File: config.mk
export PLATFORM = sky130hd
export DESIGN_NAME = wfg_record_spi
export DESIGN_NICKNAME = d
export VERILOG_FILES = /design/src/rtl/wfg_record_spi.sv
export SDC_FILE = /design/constraint.sdc
export NUM_CORES = 1
export LEC_CHECK = 0
export ABC_AREA = 1
export ABC_CLOCK_PERIOD_IN_PS = 2000
export CORE_MARGIN = 1.5
export CORE_UTILIZATION = 63
export DETAILED_ROUTE_END_ITERATION = 6
export DONT_BUFFER_PORTS = 1
export PLACE_DENSITY_LB_ADDON = 0.25
export SLEW_MARGIN = 30
export SYNTH_ARGS = -nofsm -noshare
export SYNTH_HDL_FRONTEND = slang
export SYNTH_SLANG_ARGS = --single-unit
File: constraint.sdc
create_clock -name clk -period 2 [get_ports clk]
set_input_delay 0.2 -clock clk [delete_from_list [all_inputs] [get_ports clk]]
set_output_delay 0.2 -clock clk [all_outputs]
set_load 0.005 [all_outputs]
File: src/rtl/wfg_record_spi.sv
// ============================================================================
// wfg_record_spi
// ----------------------------------------------------------------------------
// SPI target (receiver) at the recorder edge of the waveform generator. It is
// the counterpart of wfg_drive_spi and is used both for loopback of that driver
// and for capturing external SPI traffic. SCLK/CS/SDI are asynchronous to clk
// and are synchronised here. Each complete 8/16/24/32-bit frame is emitted as
// a single right-aligned AXI-stream word with tlast set.
//
// Optional feature (compile-time macro):
//   WFG_RECORD_SPI_OVF_COUNT_EN - adds status_ovf_cnt_o[7:0], a saturating
//                                 count of dropped frames (cleared while the
//                                 receiver is disabled).
//
// Ports:
//   clk, rst_n               system clock, asynchronous active-low reset
//   wfg_pat_sync_o           1-cycle pulse when a word enters the output register
//   wfg_axis_tready_i        downstream ready
//   wfg_axis_tvalid_o        output word valid
//   wfg_axis_tlast_o         last flag, high with every word
//   wfg_axis_tdata_o         received word, right-aligned, upper bits zero
//   ctrl_en_q_i              receiver enable
//   cfg_cpol_q_i             SCLK idle level (sample edge is the leading edge)
//   cfg_lsbfirst_q_i         1 = first received bit is bit 0
//   cfg_dff_q_i              frame size 0/1/2/3 = 8/16/24/32 bits
//   cfg_sspol_q_i            0 = CS active low, 1 = CS active high
//   wfg_record_spi_sclk_i    SPI clock pin
//   wfg_record_spi_cs_ni     SPI chip-select pin
//   wfg_record_spi_sdi_i     SPI data pin
//   status_overflow_o        sticky: a frame was dropped (output still pending)
//   status_frame_err_o       sticky: CS dropped before a frame completed
//   status_ovf_cnt_o         dropped-frame count (only with the macro above)
// ============================================================================
module wfg_record_spi #(
    parameter int AXIS_DATA_WIDTH = 32,
    parameter int SYNC_STAGES     = 2
) (
    input  logic                       clk,
    input  logic                       rst_n,
    output logic                       wfg_pat_sync_o,
    input  logic                       wfg_axis_tready_i,
    output logic                       wfg_axis_tvalid_o,
    output logic                       wfg_axis_tlast_o,
    output logic [AXIS_DATA_WIDTH-1:0] wfg_axis_tdata_o,
    input  logic                       ctrl_en_q_i,
    input  logic                       cfg_cpol_q_i,
    input  logic                       cfg_lsbfirst_q_i,
    input  logic [1:0]                 cfg_dff_q_i,
    input  logic                       cfg_sspol_q_i,
    input  logic                       wfg_record_spi_sclk_i,
    input  logic                       wfg_record_spi_cs_ni,
    input  logic                       wfg_record_spi_sdi_i,
    output logic                       status_overflow_o,
    output logic                       status_frame_err_o
`ifdef WFG_RECORD_SPI_OVF_COUNT_EN
    ,
    output logic [7:0]                 status_ovf_cnt_o
`endif
);

    typedef enum logic [1:0] {
        ST_IDLE    = 2'd0,
        ST_RECEIVE = 2'd1,
        ST_HOLD    = 2'd2
    } state_t;

    // ------------------------------------------------------------------------
    // Pin synchronisers. Reset values are the inactive pin levels so that no
    // spurious edge or select is seen right after reset.
    // ------------------------------------------------------------------------
    logic [SYNC_STAGES-1:0] sclk_sync;
    logic [SYNC_STAGES-1:0] cs_sync;
    logic [SYNC_STAGES-1:0] sdi_sync;
    logic                   sclk_hist;

    always_ff @(posedge clk or negedge rst_n) begin
        if (!rst_n) begin
            sclk_sync <= '0;
            cs_sync   <= '1;
            sdi_sync  <= '0;
            sclk_hist <= 1'b0;
        end else begin
            sclk_sync <= {sclk_sync[SYNC_STAGES-2:0], wfg_record_spi_sclk_i};
            cs_sync   <= {cs_sync[SYNC_STAGES-2:0],   wfg_record_spi_cs_ni};
            sdi_sync  <= {sdi_sync[SYNC_STAGES-2:0],  wfg_record_spi_sdi_i};
            sclk_hist <= sclk_sync[SYNC_STAGES-1];
        end
    end

    logic sclk_s;
    logic cs_s;
    logic sdi_s;

    // SDI is taken from the same stage as SCLK so data and clock stay aligned.
    assign sclk_s = sclk_sync[SYNC_STAGES-1];
    assign cs_s   = cs_sync[SYNC_STAGES-1];
    assign sdi_s  = sdi_sync[SYNC_STAGES-1];

    // ------------------------------------------------------------------------
    // Frame state
    // ------------------------------------------------------------------------
    state_t                     state, state_next;
    logic [AXIS_DATA_WIDTH-1:0] shift_q, shift_next;
    logic [4:0]                 bit_cnt, bit_cnt_next;
    logic                       load_req, load_next;
    logic                       frame_err_set;

    logic       cpol_q;
    logic       lsbfirst_q;
    logic [1:0] dff_q;
    logic       sspol_q;

    logic       sspol_use;
    logic       cs_active;
    logic       sample_edge;
    logic [4:0] last_idx;
    logic [4:0] bit_idx;

    // While idle the live select polarity is used, so a frame can be detected
    // in the same cycle its configuration is captured.
    assign sspol_use   = (state == ST_IDLE) ? cfg_sspol_q_i : sspol_q;
    assign cs_active   = cs_s ^ ~sspol_use;
    assign sample_edge = cpol_q ? (sclk_hist & ~sclk_s) : (~sclk_hist & sclk_s);

    // bit_cnt counts received bits 0..N-1; the write index is mirrored for
    // msb-first frames. N-1 is simply {dff, 3'b111}.
    assign last_idx = {dff_q, 3'b111};
    assign bit_idx  = lsbfirst_q ? bit_cnt : (last_idx - bit_cnt);

    always_ff @(posedge clk or negedge rst_n) begin
        if (!rst_n) begin
            state      <= ST_IDLE;
            shift_q    <= '0;
            bit_cnt    <= '0;
            load_req   <= 1'b0;
            cpol_q     <= 1'b0;
            lsbfirst_q <= 1'b0;
            dff_q      <= 2'd0;
            sspol_q    <= 1'b0;
        end else begin
            state    <= state_next;
            shift_q  <= shift_next;
            bit_cnt  <= bit_cnt_next;
            load_req <= load_next;
            if (state == ST_IDLE) begin
                cpol_q     <= cfg_cpol_q_i;
                lsbfirst_q <= cfg_lsbfirst_q_i;
                dff_q      <= cfg_dff_q_i;
                sspol_q    <= cfg_sspol_q_i;
            end
        end
    end

    always_comb begin
        state_next    = state;
        shift_next    = shift_q;
        bit_cnt_next  = bit_cnt;
        load_next     = 1'b0;
        frame_err_set = 1'b0;

        case (state)
            ST_IDLE: begin
                shift_next   = '0;
                bit_cnt_next = '0;
                if (ctrl_en_q_i && cs_active) begin
                    state_next = ST_RECEIVE;
                end
            end

            ST_RECEIVE: begin
                // A dropped select wins over a coincident sample edge.
                if (!cs_active) begin
                    state_next    = ST_IDLE;
                    frame_err_set = 1'b1;
                end else if (sample_edge) begin
                    shift_next[bit_idx] = sdi_s;
                    if (bit_cnt == last_idx) begin
                        state_next = ST_HOLD;
                        load_next  = 1'b1;
                    end else begin
                        bit_cnt_next = bit_cnt + 5'd1;
                    end
                end
            end

            ST_HOLD: begin
                // The shift register is kept here until the load has used it.
                if (!cs_active) begin
                    state_next = ST_IDLE;
                end
            end

            default: begin
                state_next = ST_IDLE;
            end
        endcase

        if (!ctrl_en_q_i) begin
            state_next    = ST_IDLE;
            shift_next    = '0;
            bit_cnt_next  = '0;
            load_next     = 1'b0;
            frame_err_set = 1'b0;
        end
    end

    // ------------------------------------------------------------------------
    // Output register, handshake and sticky status. A new word may replace an
    // old one only if the old one is accepted in the same cycle; otherwise the
    // new word is dropped and the overflow is recorded.
    // ------------------------------------------------------------------------
`ifdef WFG_RECORD_SPI_OVF_COUNT_EN
    logic [7:0] ovf_cnt;
    assign status_ovf_cnt_o = ovf_cnt;
`endif

    always_ff @(posedge clk or negedge rst_n) begin
        if (!rst_n) begin
            wfg_axis_tdata_o   <= '0;
            wfg_axis_tvalid_o  <= 1'b0;
            wfg_pat_sync_o     <= 1'b0;
            status_overflow_o  <= 1'b0;
            status_frame_err_o <= 1'b0;
`ifdef WFG_RECORD_SPI_OVF_COUNT_EN
            ovf_cnt            <= 8'd0;
`endif
        end else begin
            wfg_pat_sync_o <= 1'b0;

            if (load_req && (!wfg_axis_tvalid_o || wfg_axis_tready_i)) begin
                wfg_axis_tdata_o  <= shift_q;
                wfg_axis_tvalid_o <= 1'b1;
                wfg_pat_sync_o    <= 1'b1;
            end else if (load_req) begin
                status_overflow_o <= 1'b1;
`ifdef WFG_RECORD_SPI_OVF_COUNT_EN
                if (ovf_cnt != 8'hFF) begin
                    ovf_cnt <= ovf_cnt + 8'd1;
                end
`endif
            end else if (wfg_axis_tvalid_o && wfg_axis_tready_i) begin
                wfg_axis_tvalid_o <= 1'b0;
            end

            if (frame_err_set) begin
                status_frame_err_o <= 1'b1;
            end

            if (!ctrl_en_q_i) begin
                status_overflow_o  <= 1'b0;
                status_frame_err_o <= 1'b0;
`ifdef WFG_RECORD_SPI_OVF_COUNT_EN
                ovf_cnt            <= 8'd0;
`endif
            end
        end
    end

    // One word per frame, so every word is also the last of its packet.
    assign wfg_axis_tlast_o = wfg_axis_tvalid_o;

endmodule

After elaboration in Yosys (flattened, before gate mapping)
Cells that the tools add are included.
{ "word_totals": {"reg_bits": 88, "input_bits": 12} }
{ "classes": {"addsub": 2, "order_cmp": 2, "n_eq_ne": 15, "muxes": 39, "bitwise_logic": 6, "n_reduce_logical": 13} }
{ "op_table": {"columns": ["operator", "n"], "rows": [
  ["two-way mux 32 bit", 3],
  ["case mux 32 bit (2 select lines)", 1],
  ["bitwise mux 32 bit", 1],
  ["two-way mux 5 bit", 5],
  ["two-way mux 1 bit", 20],
  ["two-way mux 2 bit", 6],
  ["!= test 3 bit, second input constant", 4],
  ["case mux 5 bit (2 select lines)", 1],
  ["!= test 4 bit, second input constant", 2],
  ["AND reduction 4 bit", 2],
  ["less-than comparator 5 x 6 -> 1 bit, second input constant", 1],
  ["!= test 2 x 1 -> 1 bit, second input constant", 3],
  ["case mux 2 bit (3 select lines)", 1],
  ["adder 5 x 1 -> 5 bit, second input constant", 1],
  ["demux 1 bit (select 5 bit)", 1],
  ["equality test 5 bit", 1],
  [">= comparator 5 x 1 -> 1 bit, second input constant", 1],
  ["subtractor 5 bit", 1],
  ["logical AND 1 bit", 4],
  ["AND reduction 2 bit", 2],
  ["!= test 3 x 1 -> 1 bit, second input constant", 1],
  ["!= test 3 x 2 -> 1 bit, second input constant", 1],
  ["inverter 1 bit", 3],
  ["AND reduction 3 bit", 1],
  ["9 further kinds", 10]
]} }

Longest topological paths before layout
Gate-level depths: netlist of the first run.
{ "depth": {"ltp_word": 11, "ltp_mapped": 12} }

Worst setup path before layout of the first run
No wires, ideal clock.
{ "synth_path": {"path_kind": "register to register", "from": "reg bit_cnt[3]", "to": "reg shift_q[15]", "setup_time_ns": 0.116, "t_arrival_ns": 1.494, "slack_ns": 0.389, "stages_incl_launch_ff": 11, "n_path_buf": 1, "period_less_slack_ns": 1.611, "cell_sequence": "dfrtp_1 -> ha_1 -> nand2_1 -> o21ai_2 -> inv_2 -> buf_2 -> nand4_1 -> nand2_1 -> nand2_1 -> nand2_1 -> nand2_1"} }
{ "synth_between": {"elab_chain_len": 11, "word_cells_on_any_way": 12, "classes_between": "1 x add/sub; 2 x order compare; 8 x mux; 1 x reduce/logical"} }
{ "synth_lines": {"columns": ["element", "line", "rtl"], "rows": [
  ["start, declared", "104", "logic [4:0] bit_cnt, bit_cnt_next;"],
  ["start signal, assigned", "143", "bit_cnt <= bit_cnt_next;"],
  ["subtractor 5 bit", "128", "assign bit_idx = lsbfirst_q ? bit_cnt : (last_idx - bit_cnt);"],
  ["two-way mux 5 bit (*)", "128", null],
  ["less-than comparator 5 x 6 -> 1 bit (implied by the code) / >= comparator 5 x 1 -> 1 bit (equally long branches)", "176", "shift_next[bit_idx] = sdi_s;"],
  ["logical AND 1 bit (implied by the code)", "176", null],
  ["two-way mux 1 bit (implied by the code)", "176", null],
  ["demux 1 bit (select 5 bit) (*)", "176", null],
  ["bitwise mux 32 bit (*)", "176", null],
  ["two-way mux 32 bit (*)", "175", "end else if (sample_edge) begin"],
  ["two-way mux 32 bit (*)", "172", "if (!cs_active) begin"],
  ["case mux 32 bit (2 select lines) (*)", "161", "case (state)"],
  ["two-way mux 32 bit (*)", "198", "if (!ctrl_en_q_i) begin"],
  ["end signal, assigned", "142", "shift_q <= shift_next;"],
  ["end, declared", "103", "logic [AXIS_DATA_WIDTH-1:0] shift_q, shift_next;"]
]} }
Mark *: on every way between the ends. The rest lies on a longest branch, timed or not. The select of a mux whose other input is x is not followed.
A chain may end at the register's enable or synchronous reset.

Worst setup path in the final report of the first run
{ "layout_path": {"from": "reg lsbfirst_q", "to": "reg shift_q[28]"} }
{ "layout_between": {"elab_chain_len": 10, "word_cells_on_any_way": 11, "classes_between": "2 x order compare; 8 x mux; 1 x reduce/logical"} }
{ "layout_lines": {"columns": ["element", "line", "rtl"], "rows": [
  ["start, declared", "109", "logic lsbfirst_q;"],
  ["start signal, assigned", "147", "lsbfirst_q <= cfg_lsbfirst_q_i;"],
  ["two-way mux 5 bit (*)", "128", null],
  ["less-than comparator 5 x 6 -> 1 bit (implied by the code) / >= comparator 5 x 1 -> 1 bit (equally long branches)", "176", null],
  ["logical AND 1 bit (implied by the code)", "176", null],
  ["two-way mux 1 bit (implied by the code)", "176", null],
  ["demux 1 bit (select 5 bit) (*)", "176", null],
  ["bitwise mux 32 bit (*)", "176", null],
  ["two-way mux 32 bit (*)", "175", null],
  ["two-way mux 32 bit (*)", "172", null],
  ["case mux 32 bit (2 select lines) (*)", "161", null],
  ["two-way mux 32 bit (*)", "198", null]
]} }
Marked as above.

==> impl_metrics.tcl, run 1 <==
set metrics [dict create \
    synthTopCellsByArea "dfrtp_1 (50%), nand2_1 (26%), nand4_1 (4.9%)" \
    period_share_pct 90.1 \
    synth_fp_nets 568 \
    startpoint_type "flop" \
    critPathTopFamily "simple AND/OR/NAND/NOR gates" \
    cts.sinks 88 \
    grt_usage_pct 27.3 \
    vias 3524 \
    routed_via_density 5.52 \
    end_kind "flop" \
    power_density_nw_per_um2 1120 \
    synth_seq_area_share_pct 51.3 \
    pwr-share-seq_pct 38.0 \
    placedCellCount 615 \
    postCtsSetupBuffers 0 \
    wl_per_cell_um 14.0 \
    synth_enable_flop_cells 0 \
    grt_pass1_vias 3556 \
    routed_wl_um 8910 \
    p_int_mw 3.22 \
    boundaryPins 49 \
    core_area_um2 6460 \
    crit_chain "xor2_2 > inv_1 > nor2_4 > nand4_1 > nand2_1 > nand2_1 > nand2_1 > nand2_1" \
    final_area_um2 4640 \
    avgSynthCellArea_um2 7.76 \
    synth-main-ff-cell "dfrtp_1" \
    rsz0062_at_grt "false" \
    drv_cap 0 \
    vdd_drop_max_mv 0.959 \
    swShare_pct 38.2 \
    hpwlAfterDp_um 5600 \
    hold_ws_ns -0.477 \
    path_max_fanout 8 \
    die_w_um 85.6 \
    clock_skew_ns 0.0105 \
    synth_top_cell_by_area "dfrtp_1" \
    yosysTopAreaCellShare_pct 50.1 \
    yosys_warnings 0 \
    tritoncts "done" \
    clk_path_buf_depth 2 \
    seq_area_um2 2200 \
    nFillCells 497 \
    path_class "reg2reg" \
    hold_class "in2async" \
    period_needed_ns 1.80 \
    antenna_cells 0 \
    drcViolationCount 1 \
    synth_area_um2 4300 \
    gr-total-overflow 0 \
    dpl_cell_area_um2 4320 \
    critPathMostFrequentCell "nand2_1" \
    ant_nets 0 \
    cts-root-buf "clkbuf_8" \
    grt_first_pass_wirelength_um 15500 \
    multi_input_area_um2 1720 \
    slew_viol_final 0 \
    setup_viol 0 \
    ys_types 27 \
    fin_util_pct 71.8 \
    ys_ff_latch 88 \
    comb_power_share_pct 34.7 \
    clkPwrFrac_pct 27.3 \
    firstDrtPassIters 7 \
    worstPathBufferInverterCount 1 \
    worstPathRequired_ns 2.26 \
    drt_iter0_drc 268 \
    fmax_mhz 555 \
    antenna_found_initial 0 \
    io_buffers 0 \
    worst_ep_arrival_time_ns 2.06 \
    status "finished, violations left" \
    fin_setup_tns_ns 0 \
    worstSkewPairLatency_ns 0.36 \
    initial_utilization_pct 66.5 \
    postSynthCellCount 554 \
    die-area_um2 7330 \
    cts_hold_buf 9 \
    path_clk_slew_ns 0.08 \
    cts_buffers 9 \
    h-tree-depth 3 \
    power.leakage_nw 2.81 \
    p_switching_mw 1.99 \
    fin_cells 638 \
    die_h_um 85.6 \
    rows 29 \
    slowest_stage "dfrtp_1" \
    violations "design-rule violations, negative hold slack" \
    synthArstFlopShare_pct 100 \
    routabilityCongestion 0.882 \
    area_growth_pct 7.89 \
    grt_max_degree 89 \
    drive_above_1_share_pct 8.02 \
    worst_pin_slew_ns 0.489 \
    slew_headroom_pct 67.4 \
    cpPeakStageDelay_ns 0.57 \
    hold_viol 88 \
    num-nets-final 572 \
]
## synth_stat cells (all sizes together) (2+ instances only)
library cell / number
dfstp: 2
nand4: 34
nand3b: 3
xor2: 5
inv: 56
clkbuf: 7
nand2: 296
nor2: 13
buf: 18
nand3: 16
ha: 2
a21oi: 4
dfrtp: 86
nor3: 3
o21ai: 8
## state kept, by name, summed over array words and instances, names as in the netlist, 2 cells and up
register and cells:
sdi_sync 2, sclk_sync 2, shift_q 32, dff_q 2
cs_sync 2, bit_cnt 5, state 2, wfg_axis_tdata_o 32
## per-layer routing
metal	GRT usage, %	up-vias	share of wire [%]
li1	-	1707	-
met3	4.72	30	5.3
met5	0	-	0
met1	32.6	1640	43
met4	18.2	0	3.6
met2	45.5	147	49
## stage by stage
step / setup slack (ns) / power (mW)
global placement: 0.216 / 3.64
floorplan: 0.389 / 3.45
finish: 0.199 / 5.22
global route: 0.0154 / 5.50
detailed placement: 0.130 / 3.73
CTS: 0.106 / 5.18
## layout by cell type, fill, tap and decap left out, types with 2 or more instances in the layout
cell           instances
a21oi_1                4
buf_12                 2
buf_4                  7
bufinv_16              3
clkbuf_8               9
dfrtp_1               86
dfstp_2                2
dlygate4sd3_1          9
ha_1                   2
inv_1                 52
inv_2                  3
nand2_1              290
nand2_2                5
nand3_1               15
nand3b_1               3
nand4_1               34
nor2_1                 7
nor2_4                 5
nor3_1                 3
o21ai_0                7
xor2_1                 2
xor2_2                 3
## repair_timing
item	CTS	global route
endpoints found under the hold margin	99	88
gates resized for setup	0	4
setup endpoints to repair	0	32
## worst paths after layout
kind                             startpoint                 to  slack, ns  cells past startpoint
worst max register to register   lsbfirst_q        shift_q[28]       0.20                      8
max in group asynchronous             rst_n         cs_sync[0]       2.27                      0
worst min register to register  sdi_sync[0]        sdi_sync[1]       0.36                      0
worst min-delay path                  rst_n     wfg_pat_sync_o      -0.48                      0
min in group clk                ctrl_en_q_i  status_overflow_o       0.01                      2
worst max-delay path             lsbfirst_q        shift_q[28]       0.20                      8
## power by group through the flow
stage	Sequential, mW	Combinational, mW	Clock [mW]
detailed placement	2.02	1.71	0
floorplan	1.97	1.48	0
finish	1.98	1.81	1.42
global route	2.00	2.00	1.50
global placement	2.01	1.63	0
CTS	1.98	1.76	1.44
## cell families (layout without fill, tap and decap cells)
group,Yosys count,after routing,synth area share (%)
simple gates,365,365,36.1
flops,88,88,51.3
buf+inv,81,88,8.85
compound gates,13,13,1.66
xor+xnor,5,5,1.54
fa+ha+maj,2,2,0.582
## area by class of cell
type                    count  share of cell area [%]
well taps                  77                    2.08
clock inverters             4                    2.05
inverters                  56                    4.59
clock buffers              10                    2.75
flip-flops and latches     88                    47.5
repair buffers             18                    3.94
multi-input cells         385                    37.0
(Power assumes the default switching activity.)
==> inputs of run 2 (changes only) <==
Settings changed: CORE_ASPECT_RATIO from default to 0.5.
==> impl_metrics.tcl, run 2 (same netlist as run 1, synthesis figures left out) <==
set metrics [dict create \
    preCtsSetupSlack_ns 0.236 \
    path_class "reg2reg" \
    rows 21 \
    tritoncts "done" \
    final_common_cell "nand2_1" \
    grt_first_pass_wirelength_um 14400 \
    hpwlAfterDp_um 5450 \
    power.leakage_nw 2.86 \
    layout_common_cells "nand2_1 (292), dfrtp_1 (86), inv_1 (52)" \
    pwr-share-seq_pct 35.9 \
    clkPwrFrac_pct 32.0 \
    clock_skew_ns 0.00713 \
    boundaryPins 49 \
    slew_viol_final 0 \
    hold_ws_ns -0.453 \
    placedCellCount 633 \
    area_growth_pct 10.6 \
    p_switching_mw 2.01 \
    worstSkewPairLatency_ns 0.35 \
    wl_per_cell_um 13.0 \
    ctsResizeCount 0 \
    vdd_drop_max_mv 0.762 \
    cts-root-buf "clkbuf_16" \
    status "finished, violations left" \
    cts_hold_buf 8 \
    setup_slack_ns 0.212 \
    routed_via_density 5.19 \
    vias 3410 \
    ant_nets 0 \
    power_density_nw_per_um2 1170 \
    hold_class "in2async" \
    violations "negative hold slack" \
    hold_viol 88 \
    startpoint_type "flop" \
    antenna_cells 0 \
    routabilityCongestion 0.812 \
    period_share_pct 89.4 \
    io_buffers 0 \
    fin_util_pct 71.5 \
    r2r_cells 9 \
    top_regs "shift_q (32), wfg_axis_tdata_o (32), bit_cnt (5)" \
    gr-total-overflow 0 \
    firstDrtPassIters 5 \
    worstPathRequired_ns 2.24 \
    swShare_pct 36.3 \
    rsz0062_at_grt "false" \
    path_max_fanout 16 \
    cts.sinks 88 \
    fmax_mhz 559 \
    drive_above_1_share_pct 8.32 \
    reg2reg_setup_slack_ns 0.21 \
    path_clk_slew_ns 0.06 \
    grt_usage_pct 25.6 \
    worst_ep_arrival_time_ns 2.03 \
    worst_pin_slew_ns 0.445 \
    h-tree-depth 3 \
    setup_viol 0 \
    die_w_um 120 \
    routed_wl_um 8570 \
    comb_power_share_pct 32.2 \
    period_needed_ns 1.79 \
    die_h_um 61.4 \
    grt_max_degree 89 \
    die-area_um2 7360 \
    drcViolationCount 0 \
    fin_setup_tns_ns 0 \
    core_area_um2 6650 \
    end_kind "flop" \
    num-nets-final 574 \
    antenna_found_initial 0 \
    p_int_mw 3.53 \
    postCtsSetupBuffers 0 \
    slew_headroom_pct 70.3 \
    fin_cells 657 \
    drv_cap 0 \
    initial_utilization_pct 64.7 \
    clk_path_buf_depth 2 \
    drt_iter0_drc 199 \
    grt_pass1_vias 3036 \
    cts_buffers 9 \
]
[run 2: per-layer routing]
metal / global-route usage [%] / part of all wire (%) / vias up
met1: 35.3 / 50 / 1611
met4: 7.99 / 1.1 / 0
met3: 7.87 / 3.9 / 10
met2: 40.0 / 45 / 66
met5: 0 / 0 / -
li1: - / - / 1723
[run 2: layout make-up]
| type | instances | area, µm² |
|---|---|---|
| flip-flops and latches | 88 | 2200 |
| fillers | 512 | 1900 |
| multi-input cells | 385 | 1710 |
| clock buffers | 11 | 233 |
| inverters | 56 | 210 |
| repair buffers | 20 | 195 |
| well taps | 92 | 115 |
| clock inverters | 5 | 81.3 |
[run 2: worst paths after layout]
| kind | to | startpoint |
|---|---|---|
| max | shift_q[12] | bit_cnt[3] |
| min | wfg_axis_tdata_o[12] | rst_n |
| max reg2reg | shift_q[12] | bit_cnt[3] |
| min reg2reg | sclk_sync[1] | sclk_sync[0] |
| max in group asynchronous | cs_sync[0] | rst_n |
| min in group clk | lsbfirst_q | cfg_lsbfirst_q_i |
[run 2: power by group through the flow]
| stage | clock (mW) | combinational, mW | sequential, mW |
|---|---|---|---|
| after global placement | 0 | 1.71 | 2.01 |
| after detailed placement | 0 | 1.74 | 2.02 |
| final | 1.77 | 1.78 | 1.99 |
| after floorplan | 0 | 1.48 | 1.97 |
| after CTS | 1.80 | 1.76 | 1.99 |
| after global routing | 1.87 | 2.00 | 2.00 |
[run 2: stage by stage]
stage	power, mW	cell area (µm²)
after CTS	5.55	4750
after global routing	5.87	4750
after floorplan	3.45	4300
after global placement	3.72	4360
after detailed placement	3.76	4360
final	5.54	4750
[run 2: worst max-delay path: stages (launching register included)]
cell	delay [ns]
dfrtp_1	0.46
ha_1	0.35
nand2_1	0.10
o21ai_2	0.09
inv_2	0.22
nand4_1	0.21
nand2_1	0.10
nand2_1	0.05
nand2_1	0.05
nand2_1	0.04
==> inputs of run 3 (changes only) <==
Settings changed: ABC_CLOCK_PERIOD_IN_PS 2000 to 1900.
Clock period 2 ns to 1.9 ns, I/O delays scaled along.
==> impl_metrics.tcl, run 3 (same netlist as run 1, synthesis figures left out) <==
set metrics [dict create \
    end_kind "flop" \
    worst_ep_arrival_time_ns 2.01 \
    grt_first_pass_wirelength_um 14200 \
    h-tree-depth 3 \
    clk_path_buf_depth 2 \
    layout_common_cells "nand2_1 (292), dfrtp_1 (85), inv_1 (52)" \
    power.leakage_nw 2.91 \
    vias 3463 \
    rows 21 \
    core_area_um2 6650 \
    top_regs "shift_q (32), wfg_axis_tdata_o (32), bit_cnt (5)" \
    vdd_drop_max_mv 0.849 \
    path_max_fanout 16 \
    p_switching_mw 2.19 \
    antenna_found_initial 0 \
    routabilityCongestion 0.810 \
    cts-root-buf "clkbuf_16" \
    hold_ws_ns -0.460 \
    antenna_cells 0 \
    fin_cells 663 \
    drt_iter0_drc 230 \
    area_growth_pct 13.2 \
    status "finished, violations left" \
    pwr-share-seq_pct 34.2 \
    initial_utilization_pct 64.7 \
    firstDrtPassIters 4 \
    path_class "reg2reg" \
    period_needed_ns 1.77 \
    met1_length_um 3990 \
    startpoint_type "flop" \
    die_w_um 120 \
    slew_headroom_pct 66.1 \
    setup_viol 0 \
    cts_buffers 9 \
    placedCellCount 632 \
    drive_above_1_share_pct 9.63 \
    worstPathRequired_ns 2.14 \
    drv_cap 0 \
    grt_usage_pct 25.4 \
    die_h_um 61.4 \
    p_int_mw 3.96 \
    met3_length_um 665 \
    cts.sinks 88 \
    routed_via_density 5.22 \
    die-area_um2 7360 \
    worstSkewPairLatency_ns 0.34 \
    gr-total-overflow 0 \
    tritoncts "done" \
    grt_max_degree 89 \
    comb_power_share_pct 32.2 \
    worst_pin_slew_ns 0.508 \
    routed_wl_um 8860 \
    period_share_pct 93.3 \
    hold_class "in2async" \
    hpwlAfterDp_um 5290 \
    violations "negative hold slack" \
    path_clk_slew_ns 0.06 \
    power_density_nw_per_um2 1260 \
    final_common_cell "nand2_1" \
    ant_nets 0 \
    swShare_pct 35.7 \
    num-nets-final 580 \
    fmax_mhz 564 \
    nFillCells 492 \
    slew_viol_final 0 \
    cts_hold_buf 9 \
    io_buffers 0 \
    clock_skew_ns 0.00519 \
    grt_pass1_vias 3142 \
    wl_per_cell_um 13.4 \
    hold_viol 88 \
    drcViolationCount 0 \
    boundaryPins 49 \
    route.top_layer_used "met4" \
    fin_setup_tns_ns 0 \
    wl_met2_um 4050 \
    clkPwrFrac_pct 33.7 \
]
-- run 3: what timing repair did --
| item | in CTS | in global routing |
|---|---|---|
| resized for setup | 1 | 5 |
| endpoints found under the hold margin | 98 | 88 |
| setup endpoints to repair | 32 | 32 |
| cloned | 1 | 0 |
| buffers inserted | 0 | 5 |
| pin swaps | 0 | 2 |
-- run 3: worst paths after layout --
check	from	endpoint	slack (ns)	cells past startpoint
worst max-delay path	bit_cnt[3]	shift_q[13]	0.13	9
worst min-delay path	rst_n	shift_q[12]	-0.46	0
worst max register to register	bit_cnt[3]	shift_q[13]	0.13	9
worst min register to register	sdi_sync[0]	sdi_sync[1]	0.35	0
max in group asynchronous	rst_n	cs_sync[0]	2.15	0
min in group clk	ctrl_en_q_i	state[0]	0.01	2
-- run 3: area by class of cell --
cell class	count	area (µm²)	area share, %
clock inverters	5	103	2.11
well taps	92	115	2.37
inverters	56	213	4.37
flip-flops and latches	88	2210	45.3
clock buffers	11	253	5.20
repair buffers	25	239	4.91
multi-input cells	386	1740	35.7
-- run 3: per-layer routing --
metal	GRT usage, %	up-vias
li1	-	1731
met1	32.2	1610
met2	43.3	107
met3	6.94	15
met4	10.2	0
met5	0	-
-- run 3: worst max-delay path, stage by stage (launching register included) --
cell and delay (ns):
dfrtp_1 0.46, ha_1 0.34, nand2_1 0.13, o21ai_4 0.13, inv_4 0.17, nand4_1 0.15, nand2_1 0.11, nand2_1 0.06
nand2_1 0.06, nand2_1 0.04
-- run 3: stage by stage --
step | area, µm² | worst slack (ns) | utilization [%] | total power [mW]
2_1_floorplan | 4300 | 0.289 | - | 3.63
3_3_place_gp | 4340 | -0.0253 | 65.3 | 3.92
3_5_place_dp | 4340 | -0.0904 | 65.3 | 3.97
4_1_cts | 4790 | 0.0803 | 72.1 | 6.08
5_1_grt | 4860 | -0.000118 | 73.2 | 6.49
6_report | 4860 | 0.128 | 73.2 | 6.15
-- run 3: power by group through the flow --
stage | Clock, mW | Combinational [mW] | Sequential, mW
final | 2.07 | 1.98 | 2.10
after CTS | 2.09 | 1.89 | 2.09
after floorplan | 0 | 1.56 | 2.08
after global routing | 2.17 | 2.20 | 2.12
after detailed placement | 0 | 1.84 | 2.13
after global placement | 0 | 1.80 | 2.12
